<file path="src/rtl/uart_tx_sched_pkg.sv">
// uart_tx_sched_pkg
//   Shared definitions for the UART transmit scheduler and its helpers:
//   scheduler state encoding, frame width, and a counter-width helper.
package uart_tx_sched_pkg;

   localparam int UART_DATA_W = 8;

   typedef enum logic [2:0] {
      SCH_IDLE      = 3'd0,
      SCH_LAUNCH    = 3'd1,
      SCH_WAIT_BUSY = 3'd2,
      SCH_WAIT_DONE = 3'd3,
      SCH_GAP       = 3'd4
   } sch_state_e;

   // Bits needed to count 0..max_val, never less than one bit.
   function automatic int cnt_width(input int max_val);
      return (max_val < 1) ? 1 : $clog2(max_val + 1);
   endfunction

endpackage

</file>
<file path="src/rtl/uart_tx_sched_rr_arbiter.sv">
// rr_arbiter
//   Combinational round-robin arbiter. Searches upward from ptr_i+1 with
//   wrap-around and returns the first requesting index.
//   Ports:
//     req_i   - request vector
//     ptr_i   - index of the most recent winner (lowest priority now)
//     en_i    - arbitration enable; no grant when low
//     grant_o - one-hot grant (all zero when nothing wins)
//     idx_o   - encoded index of the winner (0 when nothing wins)
module rr_arbiter #(
   parameter int N = 4
) (
   input  logic [N-1:0]         req_i,
   input  logic [$clog2(N)-1:0] ptr_i,
   input  logic                 en_i,
   output logic [N-1:0]         grant_o,
   output logic [$clog2(N)-1:0] idx_o
);

   localparam int W = $clog2(N);

   logic [W-1:0] cand;
   logic         found;

   always_comb begin
      grant_o = '0;
      idx_o   = '0;
      found   = 1'b0;
      cand    = '0;
      for (int k = 1; k <= N; k++) begin
         cand = W'((int'(ptr_i) + k) % N);
         if (en_i && !found && req_i[cand]) begin
            found          = 1'b1;
            idx_o          = cand;
            grant_o[cand]  = 1'b1;
         end
      end
   end

endmodule

</file>
<file path="src/rtl/uart_tx_sched.sv">
// uart_tx_sched
//   Shares one UART Tx FSM between NUM_REQ byte requesters. Grants one
//   requester at a time, pulses the Tx FSM send input, follows its bussy
//   output through the frame, then inserts an inter-frame gap.
//
//   state         | meaning
//   --------------+-------------------------------------------------------
//   SCH_IDLE      | waiting for tx_ena, bussy low and a request
//   SCH_LAUNCH    | winner latched; raise tx_send next cycle
//   SCH_WAIT_BUSY | waiting for bussy to rise, timeout counter running
//   SCH_WAIT_DONE | frame on the line, waiting for bussy to fall
//   SCH_GAP       | inter-frame gap, active still high
//
//   Ports:
//     clk, rst_n     - system clock, async active-low reset
//     ena_i          - global enable, registered onto tx_ena_o
//     req_i          - per-requester level requests
//     req_data_i     - requester i byte on [8i+7:8i]
//     ack_o / err_o  - one-cycle completion / abandon pulses
//     grant_id_o     - current or most recent winner
//     active_o       - high from grant until gap ends
//     tx_ena_o, tx_send_o, tx_data_o, tx_bussy_i - Tx FSM interface
module uart_tx_sched
   import uart_tx_sched_pkg::*;
#(
   parameter int NUM_REQ      = 4,
   parameter int BUSY_TIMEOUT = 16,
   parameter int GAP_CYCLES   = 2
) (
   input  logic                           clk,
   input  logic                           rst_n,
   input  logic                           ena_i,
   input  logic [NUM_REQ-1:0]             req_i,
   input  logic [UART_DATA_W*NUM_REQ-1:0] req_data_i,
   output logic [NUM_REQ-1:0]             ack_o,
   output logic [NUM_REQ-1:0]             err_o,
   output logic [2:0]                     grant_id_o,
   output logic                           active_o,
   output logic                           tx_ena_o,
   output logic                           tx_send_o,
   output logic [UART_DATA_W-1:0]         tx_data_o,
   input  logic                           tx_bussy_i
);

   localparam int IW = $clog2(NUM_REQ);
   localparam int TW = cnt_width(BUSY_TIMEOUT);
   localparam int GW = cnt_width(GAP_CYCLES);
   localparam logic [TW-1:0] TMO_LAST = TW'(BUSY_TIMEOUT - 1);
   localparam logic [GW-1:0] GAP_LAST = GW'((GAP_CYCLES > 0) ? GAP_CYCLES - 1 : 0);
   // With no gap a finished frame returns straight to IDLE.
   localparam sch_state_e POST_STATE = (GAP_CYCLES > 0) ? SCH_GAP : SCH_IDLE;

   sch_state_e             state_q, state_d;
   logic [IW-1:0]          ptr_q, ptr_d;
   logic [TW-1:0]          tmo_q, tmo_d;
   logic [GW-1:0]          gap_q, gap_d;
   logic [NUM_REQ-1:0]     ack_q, ack_d;
   logic [NUM_REQ-1:0]     err_q, err_d;
   logic                   active_q, active_d;
   logic                   send_q, send_d;
   logic [UART_DATA_W-1:0] data_q, data_d;
   logic [2:0]             gid_q, gid_d;
   logic                   tx_ena_q;

   logic [NUM_REQ-1:0]     arb_grant;
   logic [IW-1:0]          arb_idx;
   logic                   arb_en;
   logic                   arb_valid;
   logic                   tmo_hit;
   logic                   gap_hit;

   // bussy also covers the Tx FSM HOLD state, so no grant until it clears.
   assign arb_en    = (state_q == SCH_IDLE) && tx_ena_q && ena_i && !tx_bussy_i;
   assign arb_valid = |arb_grant;
   assign tmo_hit   = (tmo_q == TMO_LAST);
   assign gap_hit   = (gap_q == GAP_LAST);

   rr_arbiter #(.N(NUM_REQ)) u_arb (
      .req_i   (req_i),
      .ptr_i   (ptr_q),
      .en_i    (arb_en),
      .grant_o (arb_grant),
      .idx_o   (arb_idx)
   );

   always_ff @(posedge clk or negedge rst_n) begin
      if (!rst_n) begin
         state_q <= SCH_IDLE;
      end else begin
         state_q <= state_d;
      end
   end

   always_ff @(posedge clk or negedge rst_n) begin
      if (!rst_n) begin
         ptr_q    <= IW'(NUM_REQ - 1);
         tmo_q    <= '0;
         gap_q    <= '0;
         ack_q    <= '0;
         err_q    <= '0;
         active_q <= 1'b0;
         send_q   <= 1'b0;
         data_q   <= '0;
         gid_q    <= '0;
         tx_ena_q <= 1'b0;
      end else begin
         ptr_q    <= ptr_d;
         tmo_q    <= tmo_d;
         gap_q    <= gap_d;
         ack_q    <= ack_d;
         err_q    <= err_d;
         active_q <= active_d;
         send_q   <= send_d;
         data_q   <= data_d;
         gid_q    <= gid_d;
         tx_ena_q <= ena_i;
      end
   end

   always_comb begin
      state_d = state_q;
      case (state_q)
         SCH_IDLE: begin
            if (arb_valid) state_d = SCH_LAUNCH;
         end
         SCH_LAUNCH: begin
            state_d = ena_i ? SCH_WAIT_BUSY : SCH_IDLE;
         end
         SCH_WAIT_BUSY: begin
            if (!ena_i)          state_d = SCH_IDLE;
            else if (tx_bussy_i) state_d = SCH_WAIT_DONE;
            else if (tmo_hit)    state_d = POST_STATE;
         end
         SCH_WAIT_DONE: begin
            if (!ena_i)           state_d = SCH_IDLE;
            else if (!tx_bussy_i) state_d = POST_STATE;
         end
         SCH_GAP: begin
            if (!ena_i || gap_hit) state_d = SCH_IDLE;
         end
         default: state_d = SCH_IDLE;
      endcase
   end

   // ptr_q always holds the current winner once granted, so it indexes
   // the ack/err pulse; on abort it stays put so that requester goes last.
   always_comb begin
      ptr_d    = ptr_q;
      tmo_d    = tmo_q;
      gap_d    = gap_q;
      data_d   = data_q;
      gid_d    = gid_q;
      ack_d    = '0;
      err_d    = '0;
      send_d   = 1'b0;
      active_d = active_q;
      case (state_q)
         SCH_IDLE: begin
            if (arb_valid) begin
               ptr_d    = arb_idx;
               gid_d    = 3'(arb_idx);
               data_d   = req_data_i[arb_idx*UART_DATA_W +: UART_DATA_W];
               tmo_d    = '0;
               active_d = 1'b1;
            end
         end
         SCH_LAUNCH: begin
            if (!ena_i) begin
               err_d[ptr_q] = 1'b1;
               active_d     = 1'b0;
            end else begin
               send_d = 1'b1;
            end
         end
         SCH_WAIT_BUSY: begin
            if (!ena_i) begin
               err_d[ptr_q] = 1'b1;
               active_d     = 1'b0;
            end else if (!tx_bussy_i) begin
               tmo_d = tmo_q + 1'b1;
               if (tmo_hit) begin
                  err_d[ptr_q] = 1'b1;
                  gap_d        = '0;
                  active_d     = (POST_STATE != SCH_IDLE);
               end
            end
         end
         SCH_WAIT_DONE: begin
            if (!ena_i) begin
               err_d[ptr_q] = 1'b1;
               active_d     = 1'b0;
            end else if (!tx_bussy_i) begin
               ack_d[ptr_q] = 1'b1;
               gap_d        = '0;
               active_d     = (POST_STATE != SCH_IDLE);
            end
         end
         SCH_GAP: begin
            if (!ena_i || gap_hit) active_d = 1'b0;
            else                   gap_d    = gap_q + 1'b1;
         end
         default: active_d = 1'b0;
      endcase
   end

   assign ack_o      = ack_q;
   assign err_o      = err_q;
   assign grant_id_o = gid_q;
   assign active_o   = active_q;
   assign tx_ena_o   = tx_ena_q;
   assign tx_send_o  = send_q;
   assign tx_data_o  = data_q;

endmodule

</file>
<file path="config.mk">
export PLATFORM = sky130hd
export DESIGN_NAME = uart_tx_sched
export DESIGN_NICKNAME = d
export VERILOG_FILES = /design/src/rtl/uart_tx_sched_pkg.sv /design/src/rtl/uart_tx_sched_rr_arbiter.sv /design/src/rtl/uart_tx_sched.sv
export SDC_FILE = /design/constraint.sdc
export NUM_CORES = 1
export LEC_CHECK = 0
export ABC_AREA = 1
export CELL_PAD_IN_SITES_DETAIL_PLACEMENT = 1
export CELL_PAD_IN_SITES_GLOBAL_PLACEMENT = 1
export CORE_MARGIN = 1
export CORE_UTILIZATION = 40
export DETAILED_ROUTE_END_ITERATION = 10
export DONT_BUFFER_PORTS = 1
export HOLD_SLACK_MARGIN = 0.1
export PLACE_DENSITY = 0.78
export SETUP_SLACK_MARGIN = 0.5
export SYNTH_ARGS = -nofsm -noshare
export SYNTH_HDL_FRONTEND = slang
export SYNTH_HIERARCHICAL = 1
export SYNTH_SLANG_ARGS = --single-unit
</file>
<file path="constraint.sdc">
create_clock -name clk -period 2.7 [get_ports clk]
set_input_delay 0.675 -clock clk [delete_from_list [all_inputs] [get_ports clk]]
set_output_delay 0.675 -clock clk [all_outputs]
set_load 0.03 [all_outputs]
</file>
### After elaboration in Yosys (flattened, before gate mapping)

Cells that the tools add are included.

| cells by class | value |
|---|---|
| shifts and indexed selects | 1 |
| order comparisons | 10 |
| equality and inequality tests | 19 |
| multiplexer cells | 68 |
| bitwise logic cells | 3 |
| add/sub/neg operators | 6 |
| reductions and logical operators | 31 |

Operators by type and width:

| cell | number |
|---|---|
| 4-bit 2-to-1 mux | 11 |
| 32-bit by 6-bit variable part select with 8-bit output | 1 |
| 1-bit 2-to-1 mux | 22 |
| 2-bit 2-to-1 mux | 11 |
| 3-bit 2-to-1 mux | 7 |
| 2-bit inequality test, second input constant | 9 |
| 1-bit logical AND | 15 |
| 2-bit by 3-bit < comparator with 1-bit output, second input constant | 5 |
| 5-bit 2-to-1 mux | 3 |
| 3-bit case mux with 5 select lines | 1 |
| 4-bit OR | 3 |
| 1-bit demux with 2-bit select | 5 |
| 2-bit by 1-bit greater-or-equal comparator with 1-bit output, second input constant | 5 |
| 5-bit case mux with 2 select lines | 1 |
| 3-bit inequality test, second input constant | 3 |
| 1-bit binary-select mux with 2-bit select | 4 |
| 4-bit case mux with 2 select lines | 1 |
| 4-bit AND reduction | 2 |
| 7-bit AND reduction | 1 |
| 2-bit by 1-bit adder with 2-bit output, second input constant | 3 |
| 3-bit by 2-bit == test with 1-bit output, second input constant | 2 |
| 2-bit case mux with 3 select lines | 1 |
| 6-bit AND reduction | 1 |
| 5-bit by 1-bit adder with 5-bit output, second input constant | 1 |
| 15 further kinds | 20 |

| word-level totals | value |
|---|---|
| logic and storage cells | 149 |
| output and inout port bits | 22 |
| input bits | 40 |
| register bits after elaboration | 33 |

### Logic depth before layout (Yosys ltp)

| logic depth | value |
|---|---|
| depth after elaboration | 21 |
| depth in mapped cells | 17 |
| depth with buffers taken out | 17 |

### By module

Netlist, hierarchy kept.

Modules (own cells, without submodules):

| module | instances | area an instance (um^2) | cells an instance | seq. area each (um^2) |
|---|---|---|---|---|
| uart_tx_sched | 1 | 1,764.2 | 227 | 828.3 |
| rr_arbiter | 1 | 484.2 | 82 | 0.0 |

### Worst setup path after synthesis

Ideal clock, no wire load.

| path | value |
|---|---|
| kind | flip-flop to flip-flop |
| from | register ptr_q[0] |
| to | register data_q[6], in the netlist tx_data_o[6] |
| setup time | 0.129 ns |
| data arrival time | 2.456 ns |
| stages on the path, launching flop included | 16 |
| path slack | 0.115 ns |
| path buffers | 3 |
| cells stage by stage | dfstp_2 > inv_2 > ha_1 > inv_1 > nand3_2 > nand2_4 > nand2_2 > nor2_4 > buf_6 > nand3_1 > nand3_1 > buf_2 > inv_1 > clkbuf_2 > o21ai_0 > a31oi_1 |

| between the ends | value |
|---|---|
| elaborated cells between the ends (all ways) | 59 |

RTL lines:

| element | RTL line | source |
|---|---|---|
| start: declaration | uart_tx_sched.sv:54 | `logic [IW-1:0] ptr_q, ptr_d;` |
| start signal: assignment | uart_tx_sched.sv:96 | `ptr_q <= IW'(NUM_REQ - 1);` |
| start signal: assignment | uart_tx_sched.sv:107 | `ptr_q <= ptr_d;` |
| 2-bit by 1-bit adder with 2-bit output | uart_tx_sched_rr_arbiter.sv:31 | `cand = W'((int'(ptr_i) + k) % N);` |
| 1-bit binary-select mux with 2-bit select | uart_tx_sched_rr_arbiter.sv:32 | `if (en_i && !found && req_i[cand]) begin` |
| 1-bit 2-to-1 mux (not written as such) | uart_tx_sched_rr_arbiter.sv:32 |  |
| 1-bit logical AND | uart_tx_sched_rr_arbiter.sv:32 |  |
| 1-bit 2-to-1 mux | uart_tx_sched_rr_arbiter.sv:32 |  |
| 1-bit zero test | uart_tx_sched_rr_arbiter.sv:32 |  |
| 1-bit logical AND (2 in series) | uart_tx_sched_rr_arbiter.sv:32 |  |
| 1-bit 2-to-1 mux | uart_tx_sched_rr_arbiter.sv:32 |  |
| 1-bit zero test | uart_tx_sched_rr_arbiter.sv:32 |  |
| 1-bit logical AND (2 in series) | uart_tx_sched_rr_arbiter.sv:32 |  |
| 1-bit 2-to-1 mux | uart_tx_sched_rr_arbiter.sv:32 |  |
| 1-bit zero test | uart_tx_sched_rr_arbiter.sv:32 |  |
| 1-bit logical AND (2 in series) | uart_tx_sched_rr_arbiter.sv:32 |  |
| 2-bit 2-to-1 mux (*) | uart_tx_sched_rr_arbiter.sv:32 |  |
| net arb_idx[0] | uart_tx_sched.sv:66 | `logic [IW-1:0] arb_idx;` |
| 32-bit by 6-bit variable part select with 8-bit output (*) | uart_tx_sched.sv:162 | `data_d = req_data_i[arb_idx*UART_DATA_W +: UART_DATA_W];` |
| end signal: assignment | uart_tx_sched.sv:114 | `data_q <= data_d;` |
| end: declaration | uart_tx_sched.sv:61 | `logic [UART_DATA_W-1:0] data_q, data_d;` |

Mark *: on every way through the listed nets, which the timed path passes. The rest lies on a longest branch. The select of a mux whose other input is x is not followed.
A chain may end at the register's enable or synchronous reset.

### Worst setup path in the final report

| path | value |
|---|---|
| from | register ptr_q[0] |
| to | register tmo_q[4] |

| between the ends | value |
|---|---|
| cells in the longest elaborated chain, start to end | 20 |
| elaborated cells between the ends (all ways) | 55 |

RTL lines:

| element | RTL line | source |
|---|---|---|
| parallel branches: the longest is 16 deep, another holds 2-bit by 3-bit < comparator with 1-bit output | - |  |
| 4-bit 2-to-1 mux (*) | uart_tx_sched_rr_arbiter.sv:32 |  |
| net arb_grant[1] | uart_tx_sched.sv:65 | `logic [NUM_REQ-1:0] arb_grant;` |
| 4-bit OR reduction (*) | uart_tx_sched.sv:74 | `assign arb_valid = \|arb_grant;` |
| 2-bit inequality test (no line) (*) | - |  |
| 4-bit AND reduction (no line) (*) | - |  |
| end signal: assignment | uart_tx_sched.sv:108 | `tmo_q <= tmo_d;` |
| end: declaration | uart_tx_sched.sv:55 | `logic [TW-1:0] tmo_q, tmo_d;` |

Mark *: on every way through the listed nets, which the timed path passes. The select of a mux whose other input is x is not followed.

==> flow_summary.json <==
{
  "outcome": "finished, final reports clean",
  "grt_antenna_before_repair": 0,
  "layout_common_cells": "nor2_1 (60), nand2_1 (59), dfrtp_1 (31)",
  "route.detailed.drc": 0,
  "synth_cell_types": 29,
  "cts_sinks": 33,
  "grt_pass1_wl_um": 11500,
  "wl_per_cell_um": 17.9,
  "clockBufferDepth": 2,
  "synth_area_per_cell_um2": 7.28,
  "place_congestion": 0.888,
  "final-seq-area_um2": 828,
  "crit_arrival_ns": 2.71,
  "antennaDiodeCount": 0,
  "cts_root_buf": "clkbuf_8",
  "hold_path_class": "in2async",
  "die_area_um2": 5930,
  "yosysWarningCount": 6,
  "cpPeakStageDelay_ns": 0.58,
  "end_kind": "register",
  "port_buffers": 0,
  "dr.first_iter.drc_count": 123,
  "die_h_um": 77.0,
  "first_global_vias": 2258,
  "mostFrequentLayoutCell": "nor2_1",
  "cp_slowest_cell": "dfstp_2",
  "skew_ns": 0.0103,
  "fillers": 670,
  "rsz0062_at_grt": "yes",
  "clk_pin_slew_ns": 0.08,
  "cts_buffers": 5,
  "power_density_nw_per_um2": 1070,
  "initial_core_util": 0.427,
  "grt_overflow_total": 0,
  "dr.pass1.iters": 4,
  "finalHoldViolCount": 0,
  "max_freq_mhz": 403,
  "synth_nets": 360,
  "crit_path_max_fanout": 5,
  "layout.nets": 380,
  "path_class": "reg2reg",
  "dpl.hpwl_um": 4290,
  "clkLatencyLatePin_ns": 0.29,
  "std_cell_rows": 26,
  "irDropWorstVdd_mv": 0.614,
  "critPathRequiredTime_ns": 2.92,
  "wirelength_um": 7160,
  "crit_chain": "inv_6, ha_4, inv_4, nand3_4, nand2_8, buf_12, nand4_1, nand2_1, inv_2, nand3_4, nor2_4, nand2_2, nor2_4, nor2_4, nand2_4, nand2_1, nand2_1",
  "setup_violations": 0,
  "htree_levels": 2,
  "vias": 2187,
  "report.final.slew_viol_count": 0,
  "max_cap_violations": 0,
  "fin_setup_tns_ns": 0,
  "areaGrowthSynthToFinish_pct": 23.8,
  "synth_area_um2": 2250,
  "core_area_um2": 5270,
  "multiInputGateArea_um2": 1410,
  "die_w_um": 77.0,
  "critPathLaunchType": "register",
  "p_total_uw": 2980,
  "track_usage": 0.248,
  "synth-seq-cells": 33,
  "ys_seq_area_frac": 0.368,
  "vias_per_cell": 5.47,
  "finalWorstPathRequiredPeriod_ns": 2.48,
  "ios": 62,
  "grt_max_degree": 32,
  "power.leakage_uw": 0.00134,
  "cts_tree": "built",
  "postRouteAntennaNets": 0,
  "syn_inst": 309,
  "layout-drive-gt1-share": 0.258,
  "final_min_period_over_clock_period": 0.919
}
## final cells by class
cell class,count,share of cell area
multi-input combinational,236,0.506
sequential,33,0.298
timing repair buffer,21,0.0755
inverter,32,0.0477
tap,70,0.0315
clock buffer,7,0.0310
clock inverter,1,0.0108
## what timing repair did
item / 4_1_cts / 5_1_grt
cloned: 3 / 0
hold buffers: 1 / 0
buffers inserted: 10 / 1
pin swaps: 21 / 6
endpoints found under the setup margin: 19 / 19
resized for setup: 31 / 9
hold endpoints to repair: 31 / 0
## sequential cells by signal (all words and copies together) (netlist names)
name	cells
tx_data_o	8
tmo_q	5
ack_o	4
err_o	4
state_q	3
gap_q	2
grant_id_o	2
ptr_q	2
active_o	1
tx_ena_o	1
tx_send_o	1
## synth_stat cells (all sizes together)
cell type | number | area, um2
or2 | 1 | 6.26
ha | 11 | 138
nor2 | 72 | 310
conb | 1 | 3.75
clkinv | 4 | 15.0
nand3 | 34 | 185
nand4 | 10 | 62.6
and2 | 1 | 6.26
nand2 | 68 | 290
dfstp | 2 | 52.6
clkbuf | 1 | 5.00
o31ai | 1 | 7.51
dfrtp | 31 | 776
inv | 28 | 105
o21ai | 24 | 131
nor3 | 2 | 10.0
a31oi | 8 | 50.1
buf | 8 | 61.3
a21oi | 2 | 32.5
## path summary, 6_finish.rpt
check	slack (ns)	depth (start not counted)	endpoint	start
min in group clk	0.42	0	tx_ena_o$_DFF_PN0_	ena_i
hold reg to reg	0.51	2	tmo_q[3]$_DFFE_PN0P_	tmo_q[3]$_DFFE_PN0P_
max in group asynchronous	2.32	1	grant_id_o[1]$_DFFE_PN0P_	rst_n
hold / removal	0.20	1	ack_o[3]$_DFF_PN0_	rst_n
setup reg to reg	0.22	17	tmo_q[4]$_DFFE_PN0P_	ptr_q[0]$_DFFE_PN1P_
setup / recovery	0.22	17	tmo_q[4]$_DFFE_PN0P_	ptr_q[0]$_DFFE_PN1P_
## logic make-up after synthesis
| group | Yosys count | synth area share |
|---|---|---|
| simple gates | 188 | 0.387 |
| other cells | 1 | 0.00167 |
| compound gates | 35 | 0.0985 |
| buf+inv | 41 | 0.0829 |
| fa+ha+maj | 11 | 0.0612 |
| flops | 33 | 0.368 |
## through the flow
stage	worst slack, ns	cells	hold WS (ns)	utilization	cell area [um2]
floorplan	0.386	309	0.379	-	2300
global placement	0.256	377	0.380	0.448	2360
detailed placement	0.170	377	0.380	0.448	2360
CTS	0.332	399	0.211	0.519	2740
global route	0.138	400	0.202	0.528	2780
finish	0.217	400	0.197	0.528	2780
## where the power goes
| part | internal, uW | switching (uW) |
|---|---|---|
| combinational | 579 | 947 |
| sequential | 643 | 316 |
| clock | 301 | 193 |
| total | 1520 | 1460 |
## worst max-delay path: cells and delay by family (launching register included)
family	cells	cell delay (ns)
buffers and inverters	4	0.33
and+or+nand+nor	12	1.20
DFF	1	0.58
adders and majority gates	1	0.30
## per-layer routing
| layer | GRT usage | vias to the layer above | share of wire |
|---|---|---|---|
| met5 | 0 | - | 0 |
| met3 | 0.0524 | 11 | 0.046 |
| met1 | 0.298 | 1063 | 0.42 |
| met2 | 0.440 | 74 | 0.52 |
| li1 | - | 1039 | - |
| met4 | 0.0755 | 0 | 0.014 |
(Power assumes the default switching activity.)
